$ cat src/rtl/mips_muldiv_if.sv
// Bundle of signals between the core and the multiply/divide unit.
//   start   : operation request, sampled while busy is low
//   op      : operation select (MULT, MULTU, DIV, DIVU, MTHI, MTLO)
//   a, b    : rs / rt operands
//   busy    : unit occupied, core stalls MF/MT/mul/div
//   done    : one-cycle pulse, hi/lo updated
//   divzero : qualified by done, last divide had a zero divisor
//   hi, lo  : architectural HI/LO registers
// master = core side, slave = unit side.
interface mips_muldiv_if #(
    parameter int WIDTH = 32
);
    logic             start;
    logic [2:0]       op;
    logic [WIDTH-1:0] a;
    logic [WIDTH-1:0] b;
    logic             busy;
    logic             done;
    logic             divzero;
    logic [WIDTH-1:0] hi;
    logic [WIDTH-1:0] lo;

    modport master (
        output start, op, a, b,
        input  busy, done, divzero, hi, lo
    );

    modport slave (
        input  start, op, a, b,
        output busy, done, divzero, hi, lo
    );
endinterface

$ cat src/rtl/mips_muldiv.sv
// Iterative multiply/divide unit with HI/LO registers.
// Multiply is shift-add, divide is restoring, one bit per cycle on magnitudes;
// signs are applied in a final fix-up cycle.
//   clk   : clock, rising edge
//   reset : asynchronous active-high, clears all state
//   bus   : mips_muldiv_if slave (start/op/a/b in, busy/done/divzero/hi/lo out)
module mips_muldiv #(
    parameter int WIDTH = 32
) (
    input  logic           clk,
    input  logic           reset,
    mips_muldiv_if.slave   bus
);
    localparam int CW = $clog2(WIDTH);

    typedef enum logic [1:0] {IDLE, CALC, FIX} state_e;
    typedef enum logic [2:0] {
        OP_MULT  = 3'b000,
        OP_MULTU = 3'b001,
        OP_DIV   = 3'b010,
        OP_DIVU  = 3'b011,
        OP_MTHI  = 3'b100,
        OP_MTLO  = 3'b101
    } op_e;

    state_e             state;
    logic [CW-1:0]      cnt;
    // Multiply: {partial product, remaining multiplier}.
    // Divide:   {partial remainder, dividend bits shifting into quotient}.
    logic [2*WIDTH-1:0] acc;
    logic [WIDTH-1:0]   m;        // multiplicand or divisor magnitude
    logic               is_div;
    logic               neg_res;  // negate product / quotient
    logic               neg_rem;  // remainder follows dividend sign
    logic               dz;
    logic [WIDTH-1:0]   hi_r, lo_r;
    logic               busy_r, done_r, dz_r;

    assign bus.hi      = hi_r;
    assign bus.lo      = lo_r;
    assign bus.busy    = busy_r;
    assign bus.done    = done_r;
    assign bus.divzero = dz_r;

    logic               sgn_op, sa, sb;
    logic [WIDTH-1:0]   mag_a, mag_b;
    logic [WIDTH:0]     madd, shl, diff;
    logic [2*WIDTH-1:0] mul_next, div_next, prod_fix;
    logic [WIDTH-1:0]   q_fix, r_fix;

    always_comb begin
        sgn_op = (bus.op == OP_MULT) || (bus.op == OP_DIV);
        sa     = sgn_op & bus.a[WIDTH-1];
        sb     = sgn_op & bus.b[WIDTH-1];
        mag_a  = sa ? -bus.a : bus.a;
        mag_b  = sb ? -bus.b : bus.b;

        // Carry out of the add lands in the top bit and shifts down with the product.
        madd     = {1'b0, acc[2*WIDTH-1:WIDTH]} + (acc[0] ? {1'b0, m} : '0);
        mul_next = {madd, acc[WIDTH-1:1]};

        shl      = {acc[2*WIDTH-1:WIDTH], acc[WIDTH-1]};
        diff     = shl - {1'b0, m};
        div_next = diff[WIDTH] ? {shl[WIDTH-1:0], acc[WIDTH-2:0], 1'b0}
                               : {diff[WIDTH-1:0], acc[WIDTH-2:0], 1'b1};

        prod_fix = neg_res ? -acc : acc;
        q_fix    = neg_res ? -acc[WIDTH-1:0] : acc[WIDTH-1:0];
        r_fix    = neg_rem ? -acc[2*WIDTH-1:WIDTH] : acc[2*WIDTH-1:WIDTH];
    end

    always_ff @(posedge clk or posedge reset) begin
        if (reset) begin
            state   <= IDLE;
            cnt     <= '0;
            acc     <= '0;
            m       <= '0;
            is_div  <= 1'b0;
            neg_res <= 1'b0;
            neg_rem <= 1'b0;
            dz      <= 1'b0;
            hi_r    <= '0;
            lo_r    <= '0;
            busy_r  <= 1'b0;
            done_r  <= 1'b0;
            dz_r    <= 1'b0;
        end else begin
            done_r <= 1'b0;
            dz_r   <= 1'b0;
            case (state)
                IDLE: begin
                    if (bus.start) begin
                        case (bus.op)
                            OP_MULT, OP_MULTU: begin
                                acc     <= {{WIDTH{1'b0}}, mag_b};
                                m       <= mag_a;
                                is_div  <= 1'b0;
                                neg_res <= sa ^ sb;
                                neg_rem <= 1'b0;
                                dz      <= 1'b0;
                                cnt     <= CW'(WIDTH - 1);
                                busy_r  <= 1'b1;
                                state   <= CALC;
                            end
                            OP_DIV, OP_DIVU: begin
                                acc     <= {{WIDTH{1'b0}}, mag_a};
                                m       <= mag_b;
                                is_div  <= 1'b1;
                                neg_res <= sa ^ sb;
                                neg_rem <= sa;
                                dz      <= (bus.b == '0);
                                cnt     <= CW'(WIDTH - 1);
                                busy_r  <= 1'b1;
                                state   <= CALC;
                            end
                            OP_MTHI: hi_r <= bus.a;
                            OP_MTLO: lo_r <= bus.a;
                            default: ;
                        endcase
                    end
                end
                CALC: begin
                    acc <= is_div ? div_next : mul_next;
                    if (cnt == '0)
                        state <= FIX;
                    else
                        cnt <= cnt - 1'b1;
                end
                FIX: begin
                    if (!is_div) begin
                        {hi_r, lo_r} <= prod_fix;
                    end else if (!dz) begin
                        lo_r <= q_fix;
                        hi_r <= r_fix;
                    end
                    dz_r   <= is_div & dz;
                    done_r <= 1'b1;
                    busy_r <= 1'b0;
                    state  <= IDLE;
                end
                default: state <= IDLE;
            endcase
        end
    end
endmodule

$ cat src/flat_wrapper.sv
// flat-port wrapper written by rule: the top's interface ports become plain ports
module mips_muldiv_flat 
#(
    parameter int WIDTH = 32
)
  (clk, reset, bus_start, bus_op, bus_a, bus_b, bus_busy, bus_done, bus_divzero, bus_hi, bus_lo);
  mips_muldiv_if #(.WIDTH(WIDTH)) bus_i ();
  input  logic clk;
  input  logic reset;
  input wire logic [$bits(bus_i.start)-1:0] bus_start;
  input wire logic [$bits(bus_i.op)-1:0] bus_op;
  input wire logic [$bits(bus_i.a)-1:0] bus_a;
  input wire logic [$bits(bus_i.b)-1:0] bus_b;
  output wire logic [$bits(bus_i.busy)-1:0] bus_busy;
  output wire logic [$bits(bus_i.done)-1:0] bus_done;
  output wire logic [$bits(bus_i.divzero)-1:0] bus_divzero;
  output wire logic [$bits(bus_i.hi)-1:0] bus_hi;
  output wire logic [$bits(bus_i.lo)-1:0] bus_lo;
  assign bus_i.start = bus_start;
  assign bus_i.op = bus_op;
  assign bus_i.a = bus_a;
  assign bus_i.b = bus_b;
  assign bus_busy = bus_i.busy;
  assign bus_done = bus_i.done;
  assign bus_divzero = bus_i.divzero;
  assign bus_hi = bus_i.hi;
  assign bus_lo = bus_i.lo;
  mips_muldiv #(.WIDTH(WIDTH)) u_core (.clk(clk), .reset(reset), .bus(bus_i));
endmodule
$ cat config.mk
export PLATFORM = sky130hd
export DESIGN_NAME = mips_muldiv_flat
export DESIGN_NICKNAME = d
export VERILOG_FILES = /design/src/rtl/mips_muldiv_if.sv /design/src/rtl/mips_muldiv.sv /design/src/flat_wrapper.sv
export SDC_FILE = /design/constraint.sdc
export NUM_CORES = 1
export LEC_CHECK = 0
export ABC_AREA = 1
export CAP_MARGIN = 20
export CORE_MARGIN = 2
export CORE_UTILIZATION = 49
export CTS_CLUSTER_SIZE = 8
export DETAILED_ROUTE_END_ITERATION = 8
export GPL_ROUTABILITY_DRIVEN = 1
export PLACE_DENSITY_LB_ADDON = 0.25
export SYNTH_ARGS = -nofsm -noshare
export SYNTH_HDL_FRONTEND = slang
export SYNTH_SLANG_ARGS = --single-unit
$ cat constraint.sdc
create_clock -name clk -period 12.2 [get_ports clk]
set_input_delay 3.05 -clock clk [delete_from_list [all_inputs] [get_ports clk]]
set_output_delay 3.05 -clock clk [all_outputs]
set_load 0.005 [all_outputs]
==> results of run 1 <==
[cell usage in the layout, fill, tap and decap left out, types with 3 or more instances in the layout]
cell                              instances
sky130_fd_sc_hd__a21boi_0                 3
sky130_fd_sc_hd__a21o_1                   6
sky130_fd_sc_hd__a21oi_1                186
sky130_fd_sc_hd__a22oi_1                 13
sky130_fd_sc_hd__a31oi_1                 31
sky130_fd_sc_hd__and2_1                   5
sky130_fd_sc_hd__buf_4                   15
sky130_fd_sc_hd__clkbuf_16               17
sky130_fd_sc_hd__clkdlybuf4s50_1        136
sky130_fd_sc_hd__clkinv_1                 3
sky130_fd_sc_hd__dfrtp_1                173
sky130_fd_sc_hd__ha_1                    70
sky130_fd_sc_hd__inv_1                  437
sky130_fd_sc_hd__inv_2                    8
sky130_fd_sc_hd__inv_6                    5
sky130_fd_sc_hd__inv_8                    4
sky130_fd_sc_hd__nand2_1                950
sky130_fd_sc_hd__nand2_2                 12
sky130_fd_sc_hd__nand3_1                343
sky130_fd_sc_hd__nand3b_1                18
sky130_fd_sc_hd__nand4_1                 27
sky130_fd_sc_hd__nor2_1                 412
sky130_fd_sc_hd__nor2_2                  10
sky130_fd_sc_hd__nor2_4                   7
sky130_fd_sc_hd__nor3_1                  26
sky130_fd_sc_hd__nor4_1                   4
sky130_fd_sc_hd__o211ai_1                23
sky130_fd_sc_hd__o21a_1                   7
sky130_fd_sc_hd__o21ai_0                150
sky130_fd_sc_hd__o21ai_1                  9
sky130_fd_sc_hd__o21bai_1                12
sky130_fd_sc_hd__o221ai_1                16
sky130_fd_sc_hd__or2_2                    9
sky130_fd_sc_hd__xnor2_1                 12
sky130_fd_sc_hd__xor2_1                  41
[tightest hold or removal path, cell delays in order (launching register included)]
cell,delay [ns]
sky130_fd_sc_hd__dfrtp_1,0.36
sky130_fd_sc_hd__nand2_1,0.05
sky130_fd_sc_hd__nand2_1,0.05
[logic make-up (layout without fill, tap and decap cells)]
group | after synthesis | in the layout | synth area share [%]
buffers and inverters | 553 | 633 | 11.9
AO/OA/AOI/OAI | 467 | 467 | 14.5
XOR/XNOR | 53 | 53 | 2.55
flip-flops | 174 | 174 | 23.9
adder cells (fa/ha/maj) | 72 | 72 | 5.02
AND/OR/NAND/NOR | 1832 | 1832 | 42.2
[worst paths after layout]
| check | from | end | slack, ns | cells after the start |
|---|---|---|---|---|
| worst max-delay path | bus_op[2] | u_core.m[19]$_DFFE_PP0P_ | 6.56 | 12 |
| worst min-delay path | u_core.bus.lo[1]$_DFFE_PP0P_ | u_core.bus.lo[1]$_DFFE_PP0P_ | 0.50 | 2 |
| worst max register to register | u_core.acc[54]$_DFFE_PP0P_ | u_core.acc[55]$_DFFE_PP0P_ | 8.57 | 12 |
| worst min register to register | u_core.bus.lo[1]$_DFFE_PP0P_ | u_core.bus.lo[1]$_DFFE_PP0P_ | 0.50 | 2 |
| max in group asynchronous | reset | u_core.is_div$_DFFE_PP0P_ | 7.32 | 3 |
| min in group asynchronous | reset | u_core.bus.hi[28]$_DFFE_PP0P_ | 3.18 | 2 |
[cell type report]
cell class / count / area [µm²]
Clock buffer: 17 / 425
Clock inverter: 14 / 148
Fill cell: 3727 / 16200
Inverter: 450 / 1700
Multi-Input combinational cell: 2424 / 11700
Sequential cell: 174 / 4360
Tap cell: 468 / 586
Timing Repair Buffer: 152 / 1500
[registers in the layout, indices dropped and copies added (netlist names)]
register            count
u_core.acc             64
u_core.bus.busy         1
u_core.bus.divzero      1
u_core.bus.done         1
u_core.bus.hi          32
u_core.bus.lo          32
u_core.cnt              5
u_core.dz               1
u_core.is_div           1
u_core.m               32
u_core.neg_rem          1
u_core.neg_res          1
u_core.state            2
[cell usage after synthesis (8+ instances only)]
library cell	count
sky130_fd_sc_hd__nand2_1	950
sky130_fd_sc_hd__inv_1	438
sky130_fd_sc_hd__nor2_1	413
sky130_fd_sc_hd__nand3_1	343
sky130_fd_sc_hd__a21oi_1	186
sky130_fd_sc_hd__dfrtp_1	174
sky130_fd_sc_hd__o21ai_0	150
sky130_fd_sc_hd__ha_1	70
sky130_fd_sc_hd__clkbuf_1	54
sky130_fd_sc_hd__xor2_1	41
sky130_fd_sc_hd__a31oi_1	31
sky130_fd_sc_hd__nand4_1	27
sky130_fd_sc_hd__nor3_1	26
sky130_fd_sc_hd__buf_2	24
sky130_fd_sc_hd__o211ai_1	23
sky130_fd_sc_hd__nand3b_1	18
sky130_fd_sc_hd__o221ai_1	16
sky130_fd_sc_hd__buf_1	15
sky130_fd_sc_hd__a22oi_1	13
sky130_fd_sc_hd__nand2_2	12
sky130_fd_sc_hd__o21bai_1	12
sky130_fd_sc_hd__xnor2_1	12
sky130_fd_sc_hd__nor2_2	10
sky130_fd_sc_hd__o21ai_1	9
sky130_fd_sc_hd__or2_2	9
sky130_fd_sc_hd__inv_2	8
[report_power, final]
| group | internal (mW) | total, mW | switching, mW |
|---|---|---|---|
| registers | 0.868 | 1.39 | 0.522 |
| clock network | 0.288 | 0.566 | 0.278 |
| logic | 1.48 | 4.27 | 2.79 |
| total | 2.64 | 6.23 | 3.59 |
[layer usage]
layer  share of wire (%)  track usage, %  up-vias
met3                  12            8.68      206
met4                 6.0            22.7        0
met1                  41            57.1    10100
met5                   0               0        -
met2                  41            60.4     1361
li1                    -               -    10200
[metrics by stage]
stage	setup WS (ns)	total power, mW	cells	utilization, %
floorplan	4.43	4.08	3151	-
global placement	6.22	5.41	3667	54.2
detailed placement	6.18	5.48	3667	54.2
CTS	6.66	6.06	3698	55.7
global route	6.37	6.72	3699	55.8
finish	6.56	6.23	3699	55.8
==> impl_summary.md, run 1 <==
Power
For this design the static power due to leakage is 10.2 nW. In this run the power density over the cells is 305 mW/mm². The worst-case IR drop observed on VDD is 0.144 mV.

Timing
The count of endpoints failing hold in the final timing report is 0. The maximum operating frequency is 177 MHz. The number of setup violations in the final report is 0. Setup repair after global routing left no endpoint under its margin. In the finished design, the share of the clock period the worst path needs comes to 46.2%. For the pin with the worst max-slew slack, the measured transition is 0.991 ns. The time the final worst path needs with I/O delays and setup is 5.64 ns. The number of pins exceeding their max-slew limit in the final report is 0. Measured against its own limit, the worst slew margin works out to 34.0%. Adding up every negative setup slack in the final design gives 0 ns. The worst hold margin is 0.495 ns. Between clock sinks in the finished design, the worst skew comes to 0.0121 ns.

GRT
Entering global routing, the biggest net connects 105 pins. The via count of the first global-routing pass is 20100. The wire length of the first global-routing pass is 120000 µm. The global-route total usage across every layer is 41.4%.

The initial antenna violation count is 0. Global routing finished with a remaining overflow of 0.

Routing
After detailed routing, the average wire length per cell comes to 21.7 µm. The mean number of vias per cell is 5.92. The total iterations of the first detailed-routing run is 7. The total number of vias is 21900. The count of nets left with antenna violations after detail routing is 0. The first routing iteration left 3061 violations. The detailed-route DRC error count is 0. Summed over all layers, the routed wires come to 80400 µm.

Logic synthesis
The cell count after synthesis came out at 3151. The average size of a mapped cell is 5.79 µm². The sequential fraction of the synthesis area is 23.9%. When the netlist entered floorplanning its net count stood at 3293. The flop and latch count out of synthesis is 174. The share of async-settable or async-resettable flops after synthesis is 100%. The post-synthesis cell type with the largest combined area is sky130_fd_sc_hd__dfrtp_1. By area the synthesized netlist is led by sky130_fd_sc_hd__dfrtp_1 24%, sky130_fd_sc_hd__nand2_1 20%, sky130_fd_sc_hd__nand3_1 9.4%. The fraction of synthesized cell area taken by the top area cell type is 23.9%. The number of enable-type register cells in the synthesized netlist is 0.

The unique cell type count in the Yosys netlist is 51. The cell area after technology mapping is 0.0182 mm². Yosys printed 0 warnings. The dominant synthesized flop cell is sky130_fd_sc_hd__dfrtp_1.

Clocking
The post-CTS setup buffer count is 0. The count of instances resized after the clock tree is built is 0. The clock drives 174 sinks. The clock passes through at most 2 buffers. The total number of H-tree levels is 4. The TritonCTS buffer count is 17. The clock tree from TritonCTS is built. The buffer type at the clock tree root is sky130_fd_sc_hd__clkbuf_16. The number of hold buffers added after cts is 0. The clock-pin slew of the registers on the worst-case setup and hold paths is 0.08 ns. The later-pin clock latency in the skew report is 0.47 ns.

Setup path
The cell type of the slowest stage on the worst timing path is sky130_fd_sc_hd__nor2_4. The element type at the critical path start is an input port. The buffers plus inverters on the worst setup path is 6.

The endpoint type of the worst setup path is a flip-flop. Grouping stages by cell kind, the critical path spends the most delay in buffers and inverters. Among the stages of the critical path, the cell type that occurs most often is sky130_fd_sc_hd__inv_2.

Traced cell by cell, the critical path runs through clkdlybuf4s50_1 > inv_2 > nand2_2 > a21oi_4 > buf_4 > inv_2 > nor2_4 > inv_4 > nor2_8 > inv_2 > a21oi_1 > a211o_1. STA puts the critical path data arrival time at 6.05 ns. The data required time at the worst endpoint is 12.61 ns. Along the worst path, the maximum fanout reaches 31. The maximum cell stage delay along the critical path is 0.59 ns. The class of the most critical setup path is in -> reg.

Floorplan
The height of the die is 197 µm. The I/O pin count is 137. The effective utilization at floorplan is 49.8%. The area enclosed by the die boundary is 0.0388 mm². The core region is 0.0366 mm².

The width of the chip is 197 µm. The row count is 70.

Final layout
Cells with a size suffix above 1 make up 3.22% of the layout. The net count reported at finish is 3361. The number of antenna diodes in the final layout is 0. The area growth from synthesis to layout is 12.1%. The final non-filler cell area is 0.0204 mm².

Placed design
The global placer's final weighted congestion is 1.06. The count of input and output buffers is 136. Once detailed placement completed, the half-perimeter wirelength came to 64300 µm. Once placement finished, the instance area stood at 0.0198 mm².

Hold path
The worst min-delay path category is reg -> reg.

Run
The max-capacitance violation count is 0.

Status
The run finished with clean final reports.
Note: power is estimated with default switching activity, not from simulation.
==> inputs of run 2 (changes only) <==
==> constraint.sdc (replaced) <==
create_clock -name clk -period 4.65 [get_ports clk]
set_input_delay 1.1625 -clock clk [delete_from_list [all_inputs] [get_ports clk]]
set_output_delay 1.1625 -clock clk [all_outputs]
set_load 0.005 [all_outputs]
==> impl_summary.md, run 2 (synthesis gave the netlist of run 1 again) <==
Status
The flow ran to the end, and the final reports show no timing, DRC or antenna violations.

Timing
Hold timing on the final database bottoms out at a slack of 0.496 ns. The time the final worst path needs with I/O delays and setup is 3.55 ns. The worst pin sits at a relative slew slack of 27.8%. The count of endpoints failing hold in the final timing report was 0. The number of pins exceeding their max-slew limit in the final report is 0. The number of setup violations in the final report is 0. The final critical path takes up 76.3% of the cycle.

The final critical-path setup slack is 1.10 ns. The final setup TNS is 0 ns. The actual slew at the worst max-slew pin is 1.08 ns. The setup skew after layout is 0.0191 ns. The maximum operating frequency is 282 MHz. Setup repair after global routing left no endpoint under its margin.

GRT
The first global-routing pass estimated 121000 µm of wire. Across every metal layer, demand over resource in global routing totals 41.7%. Entering global routing, the biggest net connects 66 pins. The total overflow left after global routing is 0.

The initial antenna violation count is 0. The via count of the first global-routing pass came to 20400.

Final layout
The library cell used most frequently in the layout, excluding fill and tap cells, is sky130_fd_sc_hd__nand2_1. Leaving out fill and tap cells, the most frequent cells in the layout are 950 x sky130_fd_sc_hd__nand2_1, 437 x sky130_fd_sc_hd__inv_1, 412 x sky130_fd_sc_hd__nor2_1. The number of diodes added for antenna fixing is 0.

The final non-filler cell area is 0.0206 mm². The net count reported at finish is 3374. Of the cells placed in the final design, the portion with a size suffix greater than 1 is 3.61%. Ranked by flip-flop count, first place goes to u_core.acc.

Once layout is complete, the utilization of the core stands at 56.1%. The number of standard cells in the final layout excluding fillers is 3712. The area growth from synthesis to layout is 12.8%. The number of flip-flops in the largest register is 64.

Setup path
At the worst endpoint, the required time is 5.04 ns. The number of buffers and inverters on the critical path is 3. Walking the worst path, the cells encountered are ha_1 > nand2_1 > inv_1 > nand2_1 > inv_1 > nand2_1 > inv_1 > a21oi_2 > nand3_1 > nand2_2 > nand3_1 > nand3_1 > nand2_1 > nand2_1.

The maximum cell stage delay along the critical path is 0.86 ns. For the worst setup path, the data arrival time is 3.94 ns. The element type at the critical path start is a flip-flop.

The critical-path maximum fanout is 31. Among all stages on the critical path, the largest delay is contributed by sky130_fd_sc_hd__dfrtp_1. The endpoint type of the worst setup path is a flip-flop. The cell family contributing the most delay on the critical path is simple AND/OR/NAND/NOR gates. The class of the most critical setup path is reg -> reg. The most repeated library cell on the critical path is sky130_fd_sc_hd__nand2_1.

Placed design
At the end of routability-driven placement, the weighted congestion stood at 1.07. Counting tap cells, the placed design contains a total of 3681 instances. Once placement finished, the instance area stood at 0.0200 mm². The count of input and output buffers is 136. OpenSTA, run right after detailed placement, puts the worst setup slack at 0.935 ns.

The placed wire-length estimate is 65500 µm.

Clocking
The CTS sink count is 174. The TritonCTS buffer count is 17. The number of hold buffers added after CTS was 0.

Post-CTS repair changed the size of 0 cells. The post-CTS setup buffer count is 0. In this run the deepest clock path goes through 2 buffers. At the later pin of the worst-skew pair, clock insertion delay measures 0.47 ns. The clock-pin slew of the registers on the worst-case setup and hold paths is 0.08 ns. The tree is rooted in a sky130_fd_sc_hd__clkbuf_16. The clock tree from TritonCTS is built. The clock tree synthesis step divided the H-tree into 4 levels.

Routing
The wire length reported by the detailed router is 81500 µm. The number of DRC violations after detailed-routing iteration 0 is 2675. Dividing the detail-routed wire length by the instance count gives 22.0 µm. For this run, design rule violations remaining after detail routing come to 0. After detailed routing, the number of vias per cell comes to 5.98. The total number of vias is 22200. The count of nets left with antenna violations after detail routing is 0. The first detailed-routing pass ran for 6 iterations.

Floorplan
After floorplanning, the core was divided into 70 placement rows. The die covers 0.0388 mm². The total area inside the core boundary comes to 0.0366 mm². The I/O pin count is 137. The height of the die is 197 µm. Measured along the x axis, the die boundary spans 197 µm. The effective utilization at floorplan is 49.8%.

Power
The design draws 16.5 mW. The power density relative to cell area is 803 mW/mm². The leakage power is 10.3 nW.

IR analysis of the VDD net gives a maximum drop of 0.438 mV.

Hold path
The path class of the tightest hold or removal check is reg -> reg.

Run
The max-capacitance violation count is 0.
## run 2: worst register-to-register path, stage by stage, from the launching register on
cell and delay (ns):
sky130_fd_sc_hd__dfrtp_1 0.86, sky130_fd_sc_hd__ha_1 0.43, sky130_fd_sc_hd__nand2_1 0.12, sky130_fd_sc_hd__inv_1 0.05, sky130_fd_sc_hd__nand2_1 0.17, sky130_fd_sc_hd__inv_1 0.06, sky130_fd_sc_hd__nand2_1 0.10, sky130_fd_sc_hd__inv_1 0.06
sky130_fd_sc_hd__a21oi_2 0.23, sky130_fd_sc_hd__nand3_1 0.16, sky130_fd_sc_hd__nand2_2 0.57, sky130_fd_sc_hd__nand3_1 0.32, sky130_fd_sc_hd__nand3_1 0.17, sky130_fd_sc_hd__nand2_1 0.09, sky130_fd_sc_hd__nand2_1 0.08
## run 2: final timing paths
kind                                                    start                       endpoint  slack (ns)  depth (start not counted)
worst min-delay path            u_core.bus.lo[19]$_DFFE_PP0P_  u_core.bus.lo[19]$_DFFE_PP0P_        0.50                          2
worst max-delay path               u_core.acc[56]$_DFFE_PP0P_     u_core.acc[49]$_DFFE_PP0P_        1.10                         14
worst min register to register  u_core.bus.lo[19]$_DFFE_PP0P_  u_core.bus.lo[19]$_DFFE_PP0P_        0.50                          2
worst max register to register     u_core.acc[56]$_DFFE_PP0P_     u_core.acc[49]$_DFFE_PP0P_        1.10                         14
min in group asynchronous                               reset  u_core.bus.hi[30]$_DFFE_PP0P_        1.18                          2
max in group asynchronous                               reset     u_core.acc[51]$_DFFE_PP0P_        2.64                          3
## run 2: where the power goes
part	switching, mW	leakage (nW)	internal (mW)	total (mW)
Combinational	7.49	7.97	3.93	11.4
Sequential	1.29	2.05	2.28	3.57
Clock	0.744	0.280	0.776	1.52
Total	9.53	10.3	6.98	16.5
## run 2: final cells by class
type / instances / area [µm²]
Multi-Input combinational cell: 2424 / 11700
Tap cell: 468 / 586
Timing Repair Buffer: 165 / 1620
Clock buffer: 18 / 439
Clock inverter: 13 / 149
Sequential cell: 174 / 4360
Fill cell: 3833 / 16100
Inverter: 450 / 1700
## run 2: per-layer routing
layer  wire length, µm  share of wire, %  GRT usage [%]
met2             34300                42           62.8
met1             32600                40           55.6
met5                 0                 0              0
met3              9950                12           9.67
met4              4780               5.9           22.3
